$ cat src/rtl/mem_arbiter.sv
// -----------------------------------------------------------------------------
// mem_arbiter
//
// Shares one single-port memory between the CPU instruction-fetch port and its
// load/store port. Only one transaction is in flight at a time.
//   * Data requests win by default; fetch is protected by a streak counter that
//     forces a fetch grant after STARVE_MAX consecutive data grants during
//     which fetch was waiting.
//   * A watchdog completes a transaction with an error when the memory does
//     not answer within TIMEOUT cycles of issue.
//
// Ports
//   clk, reset            : rising-edge clock, synchronous active-high reset
//   if_req/if_addr        : fetch request, held until if_gnt
//   if_gnt                : fetch accepted this cycle (combinational)
//   if_rvalid/if_rdata    : fetch completion, one cycle
//   d_req/d_we/d_addr     : load/store request, held until d_gnt
//   d_wdata/d_be          : store data and byte enables
//   d_gnt                 : load/store accepted this cycle (combinational)
//   d_rvalid/d_rdata      : load data or store acknowledge, one cycle
//   err                   : pulses together with the owner's rvalid on timeout
//   mem_req/mem_we/...    : memory command, one cycle per transaction
//   mem_rvalid/mem_rdata  : memory completion for reads and writes
// -----------------------------------------------------------------------------
module mem_arbiter #(
  parameter int ADDR_W     = 32,
  parameter int DATA_W     = 32,
  parameter int STARVE_MAX = 4,
  parameter int TIMEOUT    = 64
) (
  input  logic                  clk,
  input  logic                  reset,
  // instruction fetch port
  input  logic                  if_req,
  input  logic [ADDR_W-1:0]     if_addr,
  output logic                  if_gnt,
  output logic                  if_rvalid,
  output logic [DATA_W-1:0]     if_rdata,
  // load/store port
  input  logic                  d_req,
  input  logic                  d_we,
  input  logic [ADDR_W-1:0]     d_addr,
  input  logic [DATA_W-1:0]     d_wdata,
  input  logic [DATA_W/8-1:0]   d_be,
  output logic                  d_gnt,
  output logic                  d_rvalid,
  output logic [DATA_W-1:0]     d_rdata,
  output logic                  err,
  // memory side
  output logic                  mem_req,
  output logic                  mem_we,
  output logic [ADDR_W-1:0]     mem_addr,
  output logic [DATA_W-1:0]     mem_wdata,
  output logic [DATA_W/8-1:0]   mem_be,
  input  logic                  mem_rvalid,
  input  logic [DATA_W-1:0]     mem_rdata
);

  localparam int SW = (STARVE_MAX < 1) ? 1 : $clog2(STARVE_MAX + 1);
  localparam int WW = (TIMEOUT < 2) ? 1 : $clog2(TIMEOUT);
  localparam logic [SW-1:0] STREAK_MAX = SW'(STARVE_MAX);
  localparam logic [WW-1:0] WD_LAST    = WW'(TIMEOUT - 1);
  localparam logic OWNER_FETCH = 1'b0;
  localparam logic OWNER_DATA  = 1'b1;

  typedef enum logic [0:0] {
    IDLE = 1'b0,
    BUSY = 1'b1
  } state_t;

  state_t          state_q, state_d;
  logic            owner_q, owner_d;
  logic [SW-1:0]   streak_q, streak_d;
  logic [WW-1:0]   wd_q, wd_d;

  logic fetch_wins_s;
  logic issue_s;
  logic busy_s;
  logic done_s;
  logic timeout_s;
  logic finish_s;

  // Fetch only beats a present data request once the streak has saturated.
  assign fetch_wins_s = if_req & (~d_req | (streak_q == STREAK_MAX));

  // Every event is gated by reset so all outputs are quiet while it is held.
  assign issue_s   = ~reset & (state_q == IDLE) & (if_req | d_req);
  assign busy_s    = ~reset & (state_q == BUSY);
  assign done_s    = busy_s & mem_rvalid;
  // A real completion in the watchdog's last cycle takes precedence.
  assign timeout_s = busy_s & ~mem_rvalid & (wd_q == WD_LAST);
  assign finish_s  = done_s | timeout_s;

  // Next-state, owner, streak and watchdog computation.
  always_comb begin
    state_d  = state_q;
    owner_d  = owner_q;
    streak_d = streak_q;
    wd_d     = wd_q;
    case (state_q)
      IDLE: begin
        if (issue_s) begin
          state_d = BUSY;
          owner_d = fetch_wins_s ? OWNER_FETCH : OWNER_DATA;
          wd_d    = '0;
          if (fetch_wins_s) begin
            streak_d = '0;
          end else if (if_req) begin
            // Data won while fetch waited: count it, saturating.
            streak_d = (streak_q == STREAK_MAX) ? streak_q : streak_q + 1'b1;
          end else begin
            streak_d = '0;
          end
        end else begin
          state_d = IDLE;
        end
      end
      BUSY: begin
        wd_d = wd_q + 1'b1;
        if (finish_s) begin
          state_d = IDLE;
        end else begin
          state_d = BUSY;
        end
      end
      default: begin
        state_d = IDLE;
      end
    endcase
  end

  // State registers with synchronous reset; reset abandons any transaction.
  always_ff @(posedge clk) begin
    if (reset) begin
      state_q  <= IDLE;
      owner_q  <= OWNER_FETCH;
      streak_q <= '0;
      wd_q     <= '0;
    end else begin
      state_q  <= state_d;
      owner_q  <= owner_d;
      streak_q <= streak_d;
      wd_q     <= wd_d;
    end
  end

  // Grant and memory command, issued in the same cycle as the request.
  always_comb begin
    if_gnt    = 1'b0;
    d_gnt     = 1'b0;
    mem_req   = 1'b0;
    mem_we    = 1'b0;
    mem_addr  = '0;
    mem_wdata = '0;
    mem_be    = '0;
    if (issue_s) begin
      mem_req = 1'b1;
      if (fetch_wins_s) begin
        // Fetches are reads: write fields stay zero.
        if_gnt   = 1'b1;
        mem_addr = if_addr;
      end else begin
        d_gnt     = 1'b1;
        mem_we    = d_we;
        mem_addr  = d_addr;
        mem_wdata = d_wdata;
        mem_be    = d_be;
      end
    end else begin
      mem_req = 1'b0;
    end
  end

  // Completion routing to the owner; timeout returns zero data with err.
  always_comb begin
    if_rvalid = 1'b0;
    if_rdata  = '0;
    d_rvalid  = 1'b0;
    d_rdata   = '0;
    err       = 1'b0;
    if (finish_s) begin
      err = timeout_s;
      if (owner_q == OWNER_DATA) begin
        d_rvalid = 1'b1;
        d_rdata  = done_s ? mem_rdata : '0;
      end else begin
        if_rvalid = 1'b1;
        if_rdata  = done_s ? mem_rdata : '0;
      end
    end else begin
      err = 1'b0;
    end
  end

endmodule

$ cat config.mk
export PLATFORM = sky130hd
export DESIGN_NAME = mem_arbiter
export DESIGN_NICKNAME = d
export VERILOG_FILES = /design/src/rtl/mem_arbiter.sv
export SDC_FILE = /design/constraint.sdc
export NUM_CORES = 1
export LEC_CHECK = 0
export CORE_AREA = 3 3 107 109
export DETAILED_ROUTE_END_ITERATION = 16
export DIE_AREA = 0 0 110 112
export GPL_TIMING_DRIVEN = 0
export PLACE_DENSITY = 0.61
export SLEW_MARGIN = 20
export SYNTH_ARGS = -nofsm -noshare
export SYNTH_HDL_FRONTEND = slang
export SYNTH_SLANG_ARGS = --single-unit
export TNS_END_PERCENT = 5
$ cat constraint.sdc
create_clock -name clk -period 2.2 [get_ports clk]
set_input_delay 0.44 -clock clk [delete_from_list [all_inputs] [get_ports clk]]
set_output_delay 0.44 -clock clk [all_outputs]
set_load 0.02 [all_outputs]
; Word-level counts from Yosys, hierarchy flattened
; Index checks and enable logic that the tools add are counted.
[classes]
mux = 30
eq_ne = 4
addsub = 2
n_bitwise = 14
reduce_logical = 2
[op_table]
columns = op, count
row1 = $mux W32, 9
row2 = $mux W1, 13
row3 = $pmux W6 S2, 1
row4 = $mux W3, 3
row5 = $mux W4, 2
row6 = $and A1 B1 Y1, 7
row7 = $add A6 B1 Y6 const B, 1
row8 = $eq A6 B6 Y1 const B, 1
row9 = $mux W6, 1
row10 = $not A1 Y1, 4
row11 = $add A3 B1 Y3 const B, 1
row12 = $eq A3 B3 Y1 const B, 1
row13 = $ne A3 B3 Y1 const B, 1
row14 = $or A1 B1 Y1, 3
row15 = $reduce_and A3 Y1, 1
row16 = $ne A2 B2 Y1 const B, 1
row17 = $pmux W1 S2, 1
row18 = $reduce_and A2 Y1, 1
[word_totals]
register_bits = 11
word_cells = 56
in_bits = 138
out_inout_bits = 139

; Longest topological paths before layout
[depth]
word_depth = 7
mapped_depth = 7
depth_no_buf = 6

; Worst setup path before layout
; No wires, ideal clock.
[synth_timing]
path_type = register to output
startpoint = reg streak_q[0]
endpoint = out mem_addr[26]
t_arrival_ps = 1596
slack_ps = 164
stages_incl_launch_ff = 7
t_required_ps = 1760
cell_sequence = dfxtp_1 -> inv_1 -> ha_1 -> nand2_2 -> a2111oi_4 -> buf_6 -> a22o_1
[synth_between]
elab_chain_len = 5
[synth_lines]
columns = element, line_no
row1 = start: declaration, 73  ; logic [SW-1:0] streak_q, streak_d;
row2 = start signal: assignment, 142  ; streak_q <= streak_d;
row3 = $eq A3 B3 Y1, 84  ; assign fetch_wins_s = if_req & (~d_req | (streak_q == STREAK_MAX));
row4 = $or A1 B1 Y1, 84
row5 = $and A1 B1 Y1, 84
row6 = $mux W32, 158  ; if (fetch_wins_s) begin
row7 = $mux W32, 156  ; if (issue_s) begin
row8 = end: declaration, 52  ; output logic [ADDR_W-1:0] mem_addr,
; Every way passes these cells.

; Final worst setup path
[layout_timing]
startpoint = reg streak_q[0]
endpoint = out mem_addr[4]
; Same word-level chain as after synthesis.

==> flow_summary.json <==
{
  "status": "finished with violations",
  "failed_checks": "negative setup slack",
  "syn_area_um2": 1640,
  "antenna_cells": 0,
  "slew_headroom": 0.605,
  "antenna_found_initial": 0,
  "area_delta_synth_final_pct": 181,
  "ys.flop_type": "dfxtp_1",
  "syn_area_per_cell_um2": 7.31,
  "worst_setup_path_end_kind": "primary output",
  "placed_area_um2": 4570,
  "synth_top_family_by_area": "simple AND/OR/NAND/NOR gates",
  "clock_path_buffers": 2,
  "synthSimpleGateAreaFrac": 0.495,
  "yosys.area.top_type": "and2_1",
  "grt_max_degree": 11,
  "cp-start-kind": "register",
  "path_clk_slew_ps": 50,
  "synth_fa_ha_area_frac": 0.0229,
  "report.final.slew_viol_count": 0,
  "die_w_um": 110,
  "portBuffers": 276,
  "worst_slew_pin_slew_ps": 586,
  "grt_pass1_vias": 2618,
  "min_path_type": "register to register",
  "ant_nets": 0,
  "syn_nets": 365,
  "fin_area_um2": 4600,
  "vdd_drop_max_v": 0.000147,
  "start_util": 0.153,
  "post-route-period-util": 1.02,
  "routed_via_density": 4.15,
  "drt_wl_total_um": 10800,
  "yosys.cell_count.top_type": "and2_1",
  "max_clock_freq_ghz": 0.447,
  "fin_util": 0.430,
  "rsz0062_at_grt": "yes",
  "grt_overflow": 0,
  "final_nets": 661,
  "gp_congestion": 0.871,
  "synth_edf_count": 0,
  "h-tree-depth": 1,
  "drive_above_1_share": 0.362,
  "root_buffer": "clkbuf_8",
  "routedWlPerCell_um": 16.4,
  "dr.pass1.iters": 4,
  "dp_hpwl_um": 9140,
  "die_y_um": 112,
  "fin_ws_ps": -38.6,
  "cts_sinks": 11,
  "num_rows": 38,
  "netlist_top_cells_count": "and2_1, a22o_1, clkbuf_1",
  "die_area_um2": 12300,
  "drtIter0Drc": 97,
  "synth_seq_cells": 11,
  "p_per_area_nw_per_um2": 252,
  "coreArea_um2": 10700,
  "syn-instance-count": 224,
  "synthMuxAreaShare": 0.00612,
  "grt_first_pass_wirelength_um": 15000,
  "clock_latency_ps": 240,
  "numCtsBuffers": 3,
  "tritoncts": "built",
  "hold_viol_final": 0,
  "synthXorXnorAreaFrac": 0.0107,
  "yosys_warnings": 0,
  "synth_compound_area_frac": 0.255,
  "ios": 277,
  "nFillCells": 1104,
  "num_vias": 2732,
  "synth_area_leaders": "and2_1, a22o_1, dfxtp_1",
  "path_class": "register to primary output",
  "skew_ps": 3.67,
  "crit_path_max_fanout": 7,
  "crit_arrival_ps": 1800,
  "track_usage": 0.156,
  "max-cap-violations": 0,
  "worst-endpoint-required_ps": 1760,
  "setup_viol": 8,
  "drc": 0,
  "synth_top_cell_area_share": 0.390,
  "place_ws_ps": -1000,
  "power_leakage_uw": 0.00218,
  "async_flop_share": 0,
  "ys_seq_area_frac": 0.135,
  "synth_cell_types": 34,
  "p_total_uw": 1160,
  "fin_crit_ps": 2240
}
-- state kept, by name (all words and copies together) (netlist names) --
signal	flops
owner_q	1
state_q	1
streak_q	3
wd_q	6
-- layer usage --
metal	routed length, um	vias up	share of wire	GRT usage
li1	-	1369	-	-
met1	3940	1211	0.36	0.173
met2	5480	145	0.51	0.287
met3	1300	7	0.12	0.0528
met4	65	0	0.0060	0.0249
met5	0	-	0	0
-- critical path: stages, from the launching register on --
cell and delay, ps:
dfxtp_2 320, inv_2 70, ha_4 160, nand2_4 60, a2111oi_4 300, buf_6 200, buf_6 130, a22o_1 180
buf_6 140
-- cell families (layout without fill, tap and decap cells) --
group	count (synthesis)	count (layout)
flip-flops	11	11
AO/OA/AOI/OAI	49	49
XOR/XNOR	2	2
buffers and inverters	27	322
adder cells (fa/ha/maj)	3	3
multiplexers	1	1
AND/OR/NAND/NOR	131	131
-- timing repair --
item                                    in CTS  in global routing
gates cloned                                 2                  1
pin swaps                                    8                  7
endpoints found under the setup margin     139                106
gates resized for setup                    606                 57
hold endpoints to repair                     0                  0
hold buffers                                 0                  0
setup buffers                               10                  2
-- path summary, 6_finish.rpt --
| kind | start | end | slack, ps | cells past startpoint |
|---|---|---|---|---|
| worst min register to register | wd_q[2] | wd_q[2] | 530 | 1 |
| worst min-delay path | wd_q[2] | wd_q[2] | 530 | 1 |
| worst max register to register | wd_q[0] | state_q | 910 | 4 |
| worst max-delay path | streak_q[0] | mem_addr[4] | -40 | 8 |
-- power breakdown --
part / internal [uW] / total [uW] / switching, uW
registers: 207 / 219 / 11.6
logic: 427 / 736 / 309
clock network: 127 / 206 / 78.1
-- layout by cell type, fill, tap and decap left out, types with 8 or more instances in the layout --
master           count
clkdlybuf4s50_1    133
clkbuf_8            11
a22o_1              27
buf_2               71
buf_4               22
clkdlybuf4s15_2     16
dfxtp_1              8
buf_6               36
and2_1             102
-- through the flow --
| stage | hold WS (ps) | instances | TNS [ps] |
|---|---|---|---|
| finish | 532 | 659 | -81.7 |
| CTS | 531 | 656 | -996 |
| detailed placement | 486 | 640 | -120630 |
| global route | 555 | 659 | -1730 |
| global placement | 482 | 640 | -119670 |
| floorplan | 459 | 224 | 0 |
-- cell type report --
type	instances	area (um^2)	area share
repair buffers	291	2560	0.556
multi-input cells	186	1360	0.297
flip-flops and latches	11	226	0.0493
plain buffers	18	190	0.0414
well taps	140	175	0.0381
clock buffers	4	45.0	0.00980
inverters	9	38.8	0.00844
Note: power is estimated with default switching activity, not from simulation.
